## src/rtl/dsm_feed_ctrl.sv

```systemverilog
// Sample-rate sequencer for the delta-sigma DAC modulator input: tick generation,
// one-entry sample holding register, pop-free ramps to/from midscale and underrun counting.
module dsm_feed_ctrl #(
  parameter int          OSR          = 256,
  parameter int          RAMP_STEP    = 1,
  parameter logic [7:0]  MIDSCALE     = 8'd128,
  parameter logic [15:0] UNDERRUN_RST = 16'h0000  // reset value of underrun_cnt, normally 0
) (
  input  logic        clk,
  input  logic        rst,
  input  logic        enable,
  input  logic [7:0]  s_data,
  input  logic        s_valid,
  output logic        s_ready,
  output logic [7:0]  dsm_in,
  output logic        sample_tick,
  output logic        underrun,
  output logic [15:0] underrun_cnt,
  output logic [1:0]  state
);

  typedef enum logic [1:0] {
    IDLE      = 2'd0,
    RAMP_UP   = 2'd1,
    RUN       = 2'd2,
    RAMP_DOWN = 2'd3
  } state_t;

  localparam int                  CNT_W    = (OSR > 1) ? $clog2(OSR) : 1;
  localparam logic [CNT_W-1:0]    CNT_LAST = CNT_W'(OSR - 1);
  localparam logic signed [8:0]   STEP_S   = 9'(RAMP_STEP);

  state_t             st_q, st_d;
  logic [CNT_W-1:0]   cnt_q, cnt_d;
  logic               hold_valid_q, hold_valid_d;
  logic [7:0]         hold_data_q;
  logic [7:0]         dsm_q, dsm_d;
  logic [15:0]        ucnt_q;
  logic               tick, accept, under;
  logic [7:0]         ramp_v;

  // Move cur toward tgt by at most RAMP_STEP; the 9-bit signed difference keeps
  // the result inside 0..255 with no overshoot.
  function automatic logic [7:0] ramp_toward(input logic [7:0] cur, input logic [7:0] tgt);
    logic signed [8:0] diff;
    diff = $signed({1'b0, tgt}) - $signed({1'b0, cur});
    if (diff > STEP_S)
      return cur + 8'(RAMP_STEP);
    else if (diff < -STEP_S)
      return cur - 8'(RAMP_STEP);
    else
      return tgt;
  endfunction

  always_comb begin
    tick    = (st_q != IDLE) && (cnt_q == CNT_LAST);
    s_ready = !hold_valid_q && ((st_q == RAMP_UP) || (st_q == RUN));
    accept  = s_valid && s_ready;
  end

  always_comb begin
    st_d         = st_q;
    dsm_d        = dsm_q;
    hold_valid_d = hold_valid_q | accept;
    under        = 1'b0;
    ramp_v       = dsm_q;
    if (st_q == IDLE || cnt_q == CNT_LAST)
      cnt_d = '0;
    else
      cnt_d = cnt_q + 1'b1;

    case (st_q)
      IDLE: begin
        if (enable) st_d = RAMP_UP;
      end
      RAMP_UP: begin
        if (!enable) begin
          st_d         = RAMP_DOWN;
          hold_valid_d = 1'b0;
        end else if (tick && hold_valid_q) begin
          ramp_v = ramp_toward(dsm_q, hold_data_q);
          dsm_d  = ramp_v;
          if (ramp_v == hold_data_q) begin
            hold_valid_d = 1'b0;
            st_d         = RUN;
          end
        end
      end
      RUN: begin
        // Disable wins over consuming a sample at the same tick.
        if (!enable) begin
          st_d         = RAMP_DOWN;
          hold_valid_d = 1'b0;
        end else if (tick) begin
          if (hold_valid_q) begin
            dsm_d        = hold_data_q;
            hold_valid_d = 1'b0;
          end else begin
            under = 1'b1;
          end
        end
      end
      RAMP_DOWN: begin
        hold_valid_d = 1'b0;
        if (enable) begin
          st_d = RAMP_UP;
        end else if (tick) begin
          ramp_v = ramp_toward(dsm_q, MIDSCALE);
          dsm_d  = ramp_v;
          if (ramp_v == MIDSCALE) begin
            st_d  = IDLE;
            cnt_d = '0;
          end
        end
      end
      default: st_d = IDLE;
    endcase
  end

  always_ff @(posedge clk) begin
    if (rst) begin
      st_q         <= IDLE;
      cnt_q        <= '0;
      hold_valid_q <= 1'b0;
      dsm_q        <= MIDSCALE;
      ucnt_q       <= UNDERRUN_RST;
    end else begin
      st_q         <= st_d;
      cnt_q        <= cnt_d;
      hold_valid_q <= hold_valid_d;
      dsm_q        <= dsm_d;
      if (under && ucnt_q != 16'hFFFF)
        ucnt_q <= ucnt_q + 16'd1;
    end
  end

  // Sample payload: no reset, qualified by hold_valid_q.
  always_ff @(posedge clk) begin
    if (accept)
      hold_data_q <= s_data;
  end

  assign dsm_in       = dsm_q;
  assign sample_tick  = tick;
  assign underrun     = under;
  assign underrun_cnt = ucnt_q;
  assign state        = st_q;

endmodule

```

## config.mk

```make
export PLATFORM = sky130hd
export DESIGN_NAME = dsm_feed_ctrl
export DESIGN_NICKNAME = d
export VERILOG_FILES = /design/src/rtl/dsm_feed_ctrl.sv
export SDC_FILE = /design/constraint.sdc
export NUM_CORES = 1
export LEC_CHECK = 0
export ABC_AREA = 1
export CAP_MARGIN = 20
export CORE_MARGIN = 5
export CORE_UTILIZATION = 55
export CTS_CLUSTER_SIZE = 20
export DETAILED_ROUTE_END_ITERATION = 10
export HOLD_SLACK_MARGIN = 0.1
export PLACE_DENSITY = 0.74
export SETUP_SLACK_MARGIN = 0.05
export SLEW_MARGIN = 10
export SYNTH_ARGS = -nofsm -noshare
export SYNTH_HDL_FRONTEND = slang
export SYNTH_SLANG_ARGS = --single-unit
```

## constraint.sdc

```tcl
create_clock -name clk -period 3.82 [get_ports clk]
set_input_delay 0.764 -clock clk [delete_from_list [all_inputs] [get_ports clk]]
set_output_delay 0.764 -clock clk [all_outputs]
set_load 0.01 [all_outputs]
```

### Word level (Yosys, flattened, before mapping)

Index checks and enable logic that the tools add are counted.

* register bits after elaboration: 43
* output and inout bits: 29

* $add $sub $neg: 6
* $lt $le $gt $ge: 4
* equality and inequality tests: 20
* multiplexer cells: 43
* bitwise gates (word level): 1
* reductions and logical operators: 13

Operators with widths (count)
* 8-bit two-way mux: 22
* 8-bit one-hot mux with 3 select lines: 1
* 9-bit by 2-bit greater-than comparator with 1-bit output, second input constant: 2
* 9-bit by 1-bit less-than comparator with 1-bit output, second input constant: 2
* 16-bit by 1-bit adder with 16-bit output, second input constant: 1
* 8-bit by 1-bit adder with 8-bit output, second input constant: 2
* 8-bit == test, second input constant: 2
* 2-bit two-way mux: 8
* 16-bit inequality test, second input constant: 1
* 2-bit inequality test, second input constant: 8
* 1-bit two-way mux: 10
* 8-bit by 8-bit subtractor with 9-bit output: 1
* 8-bit by 8-bit subtractor with 9-bit output, first input constant: 1
* 8-bit == test: 1
* 2-bit one-hot mux with 4 select lines: 1
* 8-bit AND reduction: 1
* 8-bit by 1-bit subtractor with 8-bit output, second input constant: 1
* 3-bit by 2-bit inequality test with 1-bit output, second input constant: 2
* 3-bit inequality test, second input constant: 2
* 6-bit AND reduction: 1
* 1-bit logical AND: 5
* 2-bit == test, second input constant: 2
* 1-bit one-hot mux with 3 select lines: 1
* 3-bit nonzero test: 1
* 7 further kinds: 8

### Depth between registers and ports, before layout

* depth in word-level cells: 12
* depth in mapped cells: 25
* mapped depth without buffers: 25

### Least setup slack after synthesis

OpenSTA, ideal clock, no wires.

* path kind: register to register
* start: register dsm_q[5] (netlist: dsm_in[5])
* end: register st_q[0] (netlist: state[0])
* setup time: 115 ps
* arrival time: 2551 ps
* setup slack: 1154 ps
* stages on the path, launching flop included: 24
* clock period less this slack: 2666 ps
* cell sequence: dfxtp_1 -> inv_1 -> ha_1 -> nand2_1 -> inv_1 -> a21oi_2 -> nand2_1 -> nand2_1 -> nand2_1 -> nor2_2 -> nand2_2 -> nand2_4 -> buf_8 -> nand3_4 -> nand2_1 -> nand2_1 -> nand2_1 -> nand3_2 -> nor2_2 -> nand2_4 -> nand2_4 -> nand3_1 -> nand2_1 -> nor2_1

* cells in the longest elaborated chain, start to end: 10
* elaborated cells on any way between the ends: 23
* classes of those cells: add/sub: 4; order compare: 4; eq/ne: 4; mux: 10; reduce/logical: 1

Ends and longest elaborated chain
* start: declaration: RTL line 37 `logic [7:0] dsm_q, dsm_d;`
* start signal: assignment: RTL line 131 `dsm_q <= dsm_d;`
* 8-bit by 8-bit subtractor with 9-bit output: RTL line 46 `diff = $signed({1'b0, tgt}) - $signed({1'b0, cur});`
* 9-bit by 1-bit less-than comparator with 1-bit output: RTL line 49 `else if (diff < -STEP_S)`
* 8-bit two-way mux: RTL line 49
* 8-bit two-way mux: RTL line 47 `if (diff > STEP_S)`
* 8-bit two-way mux (on tied branches): RTL line 80, 107
* 8-bit two-way mux (on tied branches): RTL line 77, 105
* 8-bit two-way mux: RTL line 72 `case (st_q)`
* 8-bit == test (on tied branches): RTL line 83, 110
* 3-bit by 2-bit inequality test with 1-bit output (no line) / 3-bit inequality test (equally long branches)
* 6-bit AND reduction (no line) (*)
* end signal: assignment: RTL line 128 `st_q <= st_d;`
* end: declaration: RTL line 33 `state_t st_q, st_d;`

Mark *: on every way between the ends. The rest lies on a longest branch, timed or not. The select of a mux whose other input is x is not followed.
A chain may end at the register's enable or synchronous reset.

### Worst setup path in the final report

* start: register cnt_q[0]
* end: output underrun

* cells in the longest elaborated chain, start to end: 5

Ends and longest elaborated chain
* start: declaration: RTL line 34 `logic [CNT_W-1:0] cnt_q, cnt_d;`
* start signal: assignment: RTL line 129 `cnt_q <= cnt_d;`
* 8-bit == test: RTL line 56 `tick = (st_q != IDLE) && (cnt_q == CNT_LAST);`
* 1-bit logical AND: RTL line 56
* 1-bit two-way mux: RTL line 94 `end else if (tick) begin`
* 1-bit two-way mux: RTL line 91 `if (!enable) begin`
* 1-bit two-way mux: RTL line 72
* end: declaration: RTL line 17 `output logic underrun,`

No other way between the ends.

==> impl_metrics.tcl <==
set metrics [dict create \
    n_fill_cell 600 \
    start_kind "flop" \
    grtUsageTotal_pct 21.7 \
    dieArea_mm2 0.00864 \
    clock_path_buffers 2 \
    yosysSeqAreaShare_pct 24.9 \
    fin_setup_tns_ns 0 \
    route.detailed.drc 0 \
    report.final.hold_viol_count 0 \
    vdd_drop_max_uv 383 \
    ios 41 \
    synthFlopType "dfxtp_1" \
    rsz0062_at_grt "false" \
    ant_nets 0 \
    hp-start "cnt_q[0]" \
    hold_class "flop to flop" \
    netlist_area_mm2 0.00379 \
    area_growth_pct 14.3 \
    postCtsSetupBuffers 0 \
    vias 3727 \
    critPathLaunch "cnt_q[0]" \
    dr.pass1.iters 5 \
    grt.overflow.total 0 \
    ys_top_cells_by_area "dfxtp_1, nand2_1, nand3_1, inv_1, edfxtp_1" \
    cts_tree "yes" \
    synth-seq-cells 43 \
    place_congestion 0.931 \
    num_rows 30 \
    grt_max_degree 19 \
    clk_latency_ns 0.29 \
    coreArea_mm2 0.00676 \
    die_x_um 93.0 \
    clkTransAtPathRegs_ns 0.07 \
    path_max_fanout 3 \
    final_nets 635 \
    ys_top_cells_by_count "nand2_1, inv_1, nand3_1, nor2_1, dfxtp_1" \
    drt-wirelength-per-cell_um 13.7 \
    htree_levels 2 \
    fin_crit_ns 3.01 \
    timing.hold.ws_ns 0.457 \
    cts_resized 0 \
    cts_made_buffers 5 \
    yosysMostFrequentCell "nand2_1" \
    worst_pin_slew_ns 0.615 \
    drt_iter0_markers 164 \
    power_density_mw_per_mm2 728 \
    relSlewSlack_pct 58.8 \
    synth_edf_count 8 \
    hpwl_mm 7.59 \
    finalMaxSlewViolations 0 \
    yosys_warnings 0 \
    fp.dieH_um 93.0 \
    cp-end-kind "primary output" \
    p_leak_nw 1.96 \
    grt_pass1_wl_mm 15.3 \
    via_per_inst 5.46 \
    max_freq_ghz 0.333 \
    cts_sinks 43 \
    timing.final.crit_share_pct 78.7 \
    final-setup-viol-count 0 \
    antenna_cells 0 \
    arrival_ns 2.24 \
    port_buffers 40 \
    synth_area_per_cell_um2 6.75 \
    syn_inst 561 \
    worstSetupPathType "flop to primary output" \
    initial_core_util_pct 56.0 \
    syn_nets 592 \
    status "finished, final reports clean" \
    clockRootBuffer "clkbuf_8" \
    r2r-start "dsm_in[6]" \
    routed_wl_mm 9.38 \
    drv_cap 0 \
    worstPathRequired_ns 3.06 \
    skew_ns 0.00681 \
    antenna_found_initial 0 \
    synth_cell_types 49 \
    ys_async_sr_fraction_pct 0 \
    synth_top_area_share_pct 18.5 \
    yosysTopAreaCell "dfxtp_1" \
    grt_pass1_vias 3439 \
    drive_above_1_share_pct 13.6 \
    cts_hold_buffers 0 \
]
-- per-stage QoR --
step / area, um^2 / std cells / total power, mW / util, % / setup WS, ns
finish: 4330 / 683 / 3.15 / 64.1 / 0.814
global route: 4330 / 683 / 3.45 / 64.1 / 0.510
CTS: 4330 / 683 / 3.13 / 64.1 / 0.795
detailed placement: 4260 / 677 / 2.86 / 63.0 / 0.848
global placement: 4260 / 677 / 2.84 / 63.0 / 0.863
floorplan: 3790 / 561 / 2.39 / - / 1.15
-- cell usage in the layout (no fill, tap or decap), types with 3 or more instances in the layout --
cell type	synthesis	final
a21oi_1	25	25
a31oi_1	7	7
clkbuf_8	0	5
clkdlybuf4s50_1	0	40
dfxtp_1	35	35
edfxtp_1	8	8
ha_1	19	19
inv_1	76	76
inv_2	10	10
nand2_1	130	130
nand2_2	13	13
nand2_4	5	5
nand3_1	62	62
nand3_2	10	10
nand3b_1	3	3
nand4_1	4	4
nand4_2	3	3
nor2_1	52	52
nor2_2	10	10
nor2_4	3	3
nor3_1	3	3
nor3_2	6	6
o21a_1	4	4
o21ai_0	18	18
or2_1	4	4
xor2_1	16	16
-- sequential cells by signal (all words and copies together) (netlist names) --
signal	cells
dsm_in	8
cnt_q	8
hold_data_q	8
underrun_cnt	16
state	2
hold_valid_q	1
-- area by class of cell --
class	instances	area [um^2]	area share [%]
Multi-Input combinational cell	424	2460	56.9
Sequential cell	43	941	21.7
Timing Repair Buffer	42	415	9.60
Inverter	88	335	7.75
Tap cell	80	100	2.31
Clock buffer	6	72.6	1.68
-- worst max-delay path: stages (launching register included) --
cell,delay [ns]
dfxtp_1,0.36
ha_1,0.20
nand2_1,0.09
nor3b_2,0.26
nand3_2,0.13
nor2_4,0.15
nand2_2,0.09
nor2_4,0.13
clkdlybuf4s50_1,0.55
-- kinds of logic (layout without fill, tap and decap cells) --
kind of cell	Yosys count	in the layout	synth area share [%]
buffers and inverters	94	136	10.0
flip-flops	43	43	24.9
AND/OR/NAND/NOR	318	318	42.9
AO/OA/AOI/OAI	67	67	10.9
adder cells (fa/ha/maj)	19	19	6.28
XOR/XNOR	20	20	5.02
-- where the power goes --
part	leakage [nW]	switching [mW]	internal (mW)
Clock	0.0371	0.139	0.122
Combinational	1.57	1.46	0.786
Sequential	0.358	0.104	0.537
Total	1.96	1.71	1.45
-- path summary, 6_finish.rpt --
path,end,slack [ns],depth (start not counted)
setup / recovery,underrun,0.81,8
hold / removal,cnt_q[0],0.46,1
setup reg to reg,state[0],0.83,22
hold reg to reg,cnt_q[0],0.46,1
-- routing by layer --
layer	share of wire (%)	wire length (um)	GRT usage (%)
met2	49	4570	38.2
met3	5.5	518	3.06
met1	44	4090	27.4
met4	2.1	199	6.84
met5	0	0	0
No activity file was read; power rests on OpenSTA's default activity.
